===== config.mk =====
export PLATFORM = sky130hd
export DESIGN_NAME = alu_issue_ctrl
export DESIGN_NICKNAME = d
export VERILOG_FILES = /design/src/rtl/alu_issue_ctrl.sv
export SDC_FILE = /design/constraint.sdc
export NUM_CORES = 1
export LEC_CHECK = 0
export ABC_AREA = 1
export BUFFER_PORTS_ARGS = -buffer_cell sky130_fd_sc_hd__buf_2
export CORE_MARGIN = 3
export CORE_UTILIZATION = 45
export DETAILED_ROUTE_END_ITERATION = 12
export PLACE_DENSITY = 0.81
export REMOVE_ABC_BUFFERS = 1
export SYNTH_ARGS = -nofsm -noshare
export SYNTH_HDL_FRONTEND = slang
export SYNTH_SLANG_ARGS = --single-unit

===== constraint.sdc =====
create_clock -name clk -period 3.85 [get_ports clk]
set_clock_uncertainty 0.2 [all_clocks]
set_input_delay 0.385 -clock clk [delete_from_list [all_inputs] [get_ports clk]]
set_output_delay 0.385 -clock clk [all_outputs]
set_load 0.005 [all_outputs]

===== src/rtl/alu_issue_ctrl.sv =====
// alu_issue_ctrl: accepts one decoded RV32I arithmetic/logic instruction at a time.
// It decodes the instruction to a 4-bit ALU control code and drives registered
// operands to an external combinational ALU for one cycle.
// It then returns the captured result, or an illegal flag, on a response channel.
module alu_issue_ctrl (
    input  logic        clk,
    input  logic        reset,
    input  logic        reqValid,
    output logic        reqReady,
    input  logic [6:0]  reqOpcode,
    input  logic [2:0]  reqFunct3,
    input  logic [6:0]  reqFunct7,
    input  logic [31:0] reqRs1Val,
    input  logic [31:0] reqRs2Val,
    input  logic [31:0] reqImm,
    output logic [3:0]  aluCtrl,
    output logic [31:0] aluOp1,
    output logic [31:0] aluOp2,
    input  logic [31:0] aluResult,
    output logic        rspValid,
    input  logic        rspReady,
    output logic [31:0] rspData,
    output logic        rspIllegal
);

    localparam logic [6:0] OPC_R = 7'b0110011;
    localparam logic [6:0] OPC_I = 7'b0010011;

    localparam logic [6:0] F7_BASE = 7'b0000000;
    localparam logic [6:0] F7_ALT  = 7'b0100000;

    localparam logic [3:0] CTRL_AND = 4'b0000;
    localparam logic [3:0] CTRL_OR  = 4'b0001;
    localparam logic [3:0] CTRL_ADD = 4'b0010;
    localparam logic [3:0] CTRL_SUB = 4'b0110;
    localparam logic [3:0] CTRL_SLT = 4'b0111;

    typedef enum logic [1:0] {
        IDLE = 2'd0,
        EXEC = 2'd1,
        RESP = 2'd2
    } state_t;

    state_t      state;
    logic        dec_legal;
    logic [3:0]  dec_ctrl;
    logic [31:0] dec_op2;

    // Decode the incoming request into legality, ALU control code and second operand.
    always_comb begin
        dec_legal = 1'b0;
        dec_ctrl  = CTRL_ADD;
        dec_op2   = reqRs2Val;
        case (reqOpcode)
            OPC_R: begin
                dec_op2 = reqRs2Val;
                case (reqFunct3)
                    3'b000: begin
                        if (reqFunct7 == F7_BASE) begin
                            dec_legal = 1'b1;
                            dec_ctrl  = CTRL_ADD;
                        end else if (reqFunct7 == F7_ALT) begin
                            dec_legal = 1'b1;
                            dec_ctrl  = CTRL_SUB;
                        end
                    end
                    3'b111: begin
                        dec_legal = (reqFunct7 == F7_BASE);
                        dec_ctrl  = CTRL_AND;
                    end
                    3'b110: begin
                        dec_legal = (reqFunct7 == F7_BASE);
                        dec_ctrl  = CTRL_OR;
                    end
                    3'b010: begin
                        dec_legal = (reqFunct7 == F7_BASE);
                        dec_ctrl  = CTRL_SLT;
                    end
                    default: dec_legal = 1'b0;
                endcase
            end
            OPC_I: begin
                dec_op2 = reqImm;
                case (reqFunct3)
                    3'b000: begin
                        dec_legal = 1'b1;
                        dec_ctrl  = CTRL_ADD;
                    end
                    3'b111: begin
                        dec_legal = 1'b1;
                        dec_ctrl  = CTRL_AND;
                    end
                    3'b110: begin
                        dec_legal = 1'b1;
                        dec_ctrl  = CTRL_OR;
                    end
                    3'b010: begin
                        dec_legal = 1'b1;
                        dec_ctrl  = CTRL_SLT;
                    end
                    default: dec_legal = 1'b0;
                endcase
            end
            default: dec_legal = 1'b0;
        endcase
    end

    // Issue FSM: the ALU registers are only loaded on a legal accept.
    // The response registers are only loaded on leaving IDLE or EXEC,
    // so both hold steady everywhere else.
    always_ff @(posedge clk or posedge reset) begin
        if (reset) begin
            state      <= IDLE;
            aluCtrl    <= CTRL_ADD;
            aluOp1     <= 32'd0;
            aluOp2     <= 32'd0;
            rspData    <= 32'd0;
            rspIllegal <= 1'b0;
        end else begin
            case (state)
                IDLE: begin
                    if (reqValid) begin
                        if (dec_legal) begin
                            aluCtrl <= dec_ctrl;
                            aluOp1  <= reqRs1Val;
                            aluOp2  <= dec_op2;
                            state   <= EXEC;
                        end else begin
                            rspData    <= 32'd0;
                            rspIllegal <= 1'b1;
                            state      <= RESP;
                        end
                    end
                end
                EXEC: begin
                    rspData    <= aluResult;
                    rspIllegal <= 1'b0;
                    state      <= RESP;
                end
                RESP: begin
                    if (rspReady) begin
                        state <= IDLE;
                    end
                end
                default: state <= IDLE;
            endcase
        end
    end

    assign reqReady = (state == IDLE);
    assign rspValid = (state == RESP);

endmodule


After elaboration in Yosys (flattened, before gate mapping)
Cells that the tools add are included.
{"block": "totals", "regBits": 103, "input_bits": 149, "elab_cells": 47}
{"block": "classes", "n_eq_ne": 11, "mux": 21, "n_reduce_logical": 9}
{"op": "$mux W32", "count": 3}
{"op": "$pmux W32 S2", "count": 1}
{"op": "$eq A7 B6 Y1 const B", "count": 2}
{"op": "$pmux W3 S4", "count": 1}
{"op": "$pmux W3 S3", "count": 1}
{"op": "$eq A7 B5 Y1 const B", "count": 1}
{"op": "$logic_not A7 Y1", "count": 1}
{"op": "$eq A3 B3 Y1 const B", "count": 2}
{"op": "$mux W2", "count": 3}
{"op": "$mux W3", "count": 2}
{"op": "$pmux W1 S2", "count": 3}
{"op": "$pmux W2 S3", "count": 1}
{"op": "$pmux W3 S2", "count": 1}
{"op": "$reduce_and A3 Y1", "count": 2}
{"op": "$mux W1", "count": 5}
{"op": "$ne A2 B2 Y1 const B", "count": 2}
{"op": "$reduce_or A4 Y1", "count": 1}
{"op": "$eq A3 B2 Y1 const B", "count": 1}
{"op": "$logic_not A3 Y1", "count": 1}
{"op": "$reduce_or A3 Y1", "count": 1}
{"op": "$eq A2 B1 Y1 const B", "count": 1}
{"op": "$eq A2 B2 Y1 const B", "count": 1}
{"op": "$logic_not A2 Y1", "count": 1}
{"op": "$ne A2 B1 Y1 const B", "count": 1}
{"op": "other kinds (2)", "count": 2}

Longest topological paths before layout
{"block": "logic_depth", "ltp_word": 8, "ltp_mapped": 11, "mapped_depth_nobuf": 9}

Worst setup path after synthesis
Ideal clock, no wire load.
{"block": "synth_path", "kind": "input -> register", "from": "input port reqOpcode[3]", "to": "register aluOp1[30]", "arrival_ns": 1.369, "path_slack_ns": 2.164, "stages": 10, "path_cell_list": "nor2_1 -> nand3_2 -> nor2_4 -> nand2_1 -> nand2_2 -> nand2_2 -> buf_4 -> buf_6 -> nand2_1 -> nand2_1"}
{"block": "synth_via", "elab_chain_len": 3, "elab_cells_between_ends": 4, "cone_classes": "eq/ne (2); mux (1); reduce/logical (1)"}
{"element": "start: declaration", "line": "10", "text": "input logic [6:0] reqOpcode,"}
{"element": "$eq A7 B5 Y1 / $eq A7 B6 Y1 (equally long branches)", "line": "54", "text": "case (reqOpcode)"}
{"element": "$pmux W1 S2 (*)", "line": "54"}
{"element": "$reduce_and A3 Y1 (no line) (*)"}
{"element": "end signal: assignment", "line": "125", "text": "aluOp1 <= reqRs1Val;"}
{"element": "end: declaration", "line": "17", "text": "output logic [31:0] aluOp1,"}
Every way passes the cells marked *; elsewhere a longest branch is shown, timed or not.
A chain may end at the register's enable or synchronous reset.

Worst setup path in the final report
{"block": "layout_path", "from": "register state[1]", "to": "register aluOp2[29]"}
{"block": "layout_via", "elab_chain_len": 2}
{"element": "start: declaration", "line": "44", "text": "state_t state;"}
{"element": "start signal: assignment", "line": "113", "text": "state <= IDLE;"}
{"element": "start signal: assignment", "line": "127", "text": "state <= EXEC;"}
{"element": "start signal: assignment", "line": "131", "text": "state <= RESP;"}
{"element": "$logic_not A2 Y1", "line": "120", "text": "case (state)"}
{"element": "$reduce_and A3 Y1 (no line)"}
{"element": "end signal: assignment", "line": "126", "text": "aluOp2 <= dec_op2;"}
{"element": "end: declaration", "line": "18", "text": "output logic [31:0] aluOp2,"}
No other way between the ends.

==> metrics.yaml <==
fmax_mhz: 533
dpl-instance-area_um2: 5930
drt_iter0_markers: 325
area_delta_synth_final_pct: 33.3
fin_total_pwr_mw: 2.05
drt-pass1-iter-count: 5
clkPwrFrac: 0.345
synth_area_um2: 4630
n_fill_cell: 931
p_comb_frac: 0.113
place_hpwl_um: 9560
switchingPower_mw: 0.536
hold_buffers: 2
grt_pass1_vias: 4253
num_rows: 36
hold_path.class: "in2reg"
critPathRequiredTime_ps: 3880
numCtsBuffers: 9
swShare: 0.261
leakagePower_nw: 3.95
synth-seq-cells: 102
drc: 0
ant_nets: 0
grt_max_degree: 67
seqCellArea_um2: 2550
cts_tree: "built"
cts.htree.levels: 3
grt_setup_unrepaired: "no"
start_util: 0.469
fin_hold_ws_ps: 24.0
synth.yosys.warnings: 0
cts_buffer_depth: 2
worst_slew_pin_slew_ps: 697
ioPinCount: 252
ctsResizeCount: 0
clock-root-buffer: "clkbuf_8"
cts_setup_buffers: 0
vias: 4590
crit_type: "reg2reg"
io_buffers: 250
grt_pass1_wl_um: 20500
yosysSeqAreaShare: 0.552
setup_violations: 0
syn_inst: 600
antenna_found_initial: 0
ys_types: 24
synth.avg_cell_area_um2: 7.71
die_height_um: 107
core_area_um2: 9860
nets: 987
antenna_cells: 0
post-route-util: 0.625
cp_max_fo: 45
period_share: 0.487
ir_drop_uv: 200
grtUsageTotal: 0.219
wl_per_cell_um: 13.3
wl_um: 13000
finalHoldViolations: 0
multi_input_area_um2: 1850
fin_area_um2: 6170
gp_congestion: 0.845
cts_sinks: 102
arrival_ps: 1910
gr-total-overflow: 0
power_frac_seq: 0.543
vias_per_cell: 4.70
p_int_mw: 1.51
drv_cap: 0
outcome: "complete, no violations"
finalCriticalPeriod_ps: 1880
setup.worst_path.start_class: "register"
slew_viol_final: 0
clk_pin_slew_worst_paths_ps: 110
worstSkewPairLatency_ps: 350
relSlewSlack: 0.535
die_w_um: 107
p_per_area_nw_per_um2: 332
die_area_um2: 11500
drive_above_1_share: 0.340
cp-end-kind: "register"
==> worst paths after layout <==
kind                          startpoint          end  slack (ps)  depth (start not counted)
min in group asynchronous          reset   rspData[1]         520                          3
max in group asynchronous          reset   aluCtrl[1]        2100                          4
setup reg to reg                state[1]   aluOp2[29]        1970                          5
hold reg to reg               aluCtrl[1]   aluCtrl[1]         270                          2
setup / recovery                state[1]   aluOp2[29]        1970                          5
hold / removal             aluResult[12]  rspData[12]          20                          3
==> layout make-up <==
class / count / share of cell area
Clock inverter: 7 / 0.0144
Sequential cell: 102 / 0.414
Timing Repair Buffer: 261 / 0.217
Tap cell: 133 / 0.0270
Inverter: 10 / 0.00649
Multi-Input combinational cell: 454 / 0.301
Clock buffer: 9 / 0.0201
==> through the flow <==
stage               setup WS, ps  setup TNS [ps]  std cells
global route                1820               0        976
detailed placement          1620               0        958
CTS                         1950               0        976
floorplan                   -243          -16010        566
global placement            1700               0        958
finish                      1970               0        976
==> state kept, by name, indices dropped and copies added (netlist names) <==
signal,count
aluOp1,32
aluOp2,32
rspData,32
aluCtrl,3
state,2
rspIllegal,1
==> critical path, cell delays in order (launching register included) <==
cell and delay (ps):
dfrtp_1 470, nor3_4 230, nand2_2 290, buf_4 390, nand2_1 110, nand2_1 50
==> routing by layer <==
| layer | share of wire | track usage | up-vias | routed length (um) |
|---|---|---|---|---|
| li1 | - | - | 2329 | - |
| met1 | 0.41 | 0.289 | 2084 | 5330 |
| met2 | 0.51 | 0.373 | 163 | 6670 |
| met3 | 0.058 | 0.0432 | 14 | 753 |
| met4 | 0.017 | 0.0532 | 0 | 218 |
| met5 | 0 | 0 | - | 0 |
==> power by group through the flow <==
| stage | Sequential, mW | Combinational [mW] | Clock [mW] |
|---|---|---|---|
| CTS | 1.11 | 0.234 | 0.725 |
| global placement | 1.13 | 0.229 | 0 |
| floorplan | 1.13 | 0.0880 | 0 |
| detailed placement | 1.13 | 0.232 | 0 |
| global route | 1.12 | 0.263 | 0.773 |
| finish | 1.11 | 0.231 | 0.706 |
==> cells by family (layout without fill, tap and decap cells) <==
logic type	Yosys count	count (layout)	synth area share
buffers and inverters	44	287	0.0490
DFF	102	102	0.552
and+or+nand+nor	448	448	0.392
other	1	1	0.000811
AOI/OAI and AO/OA	5	5	0.00622
==> cells in the mapped netlist <==
| cell type | instances | share of area |
|---|---|---|
| inv_1 | 10 | 0.0081 |
| o21ai_2 | 1 | 0.0019 |
| nand2_2 | 2 | 0.0027 |
| nand2_1 | 347 | 0.28 |
| o21ai_0 | 2 | 0.0022 |
| or2_2 | 2 | 0.0027 |
| nor2_1 | 17 | 0.014 |
| nand3_1 | 72 | 0.078 |
| dfrtp_1 | 101 | 0.55 |
| nor3_2 | 1 | 0.0022 |
| buf_6 | 3 | 0.0073 |
| nand3_2 | 1 | 0.0022 |
| conb_1 | 1 | 0.00081 |
| nor2_4 | 1 | 0.0024 |
| buf_4 | 7 | 0.011 |
| a21oi_1 | 1 | 0.0011 |
| buf_2 | 10 | 0.011 |
| o21ai_1 | 1 | 0.0011 |
| and2_1 | 1 | 0.0014 |
| nor3_1 | 2 | 0.0022 |
| nor3b_1 | 1 | 0.0016 |
| nor2_2 | 1 | 0.0014 |
| clkbuf_1 | 14 | 0.011 |
| dfstp_2 | 1 | 0.0057 |
==> layout by cell type (no fill, tap or decap), types with 2 or more instances in the layout <==
| master | instances |
|---|---|
| nand2_1 | 347 |
| nand3_1 | 72 |
| nand2_2 | 2 |
| dlygate4sd3_1 | 2 |
| clkinv_4 | 2 |
| buf_4 | 9 |
| o21ai_0 | 2 |
| nor2_2 | 2 |
| nor2_1 | 16 |
| nor3_1 | 2 |
| or2_2 | 2 |
| clkbuf_8 | 9 |
| buf_2 | 250 |
| inv_1 | 9 |
| inv_8 | 3 |
| dfrtp_1 | 101 |
No activity file was read; power rests on OpenSTA's default activity.
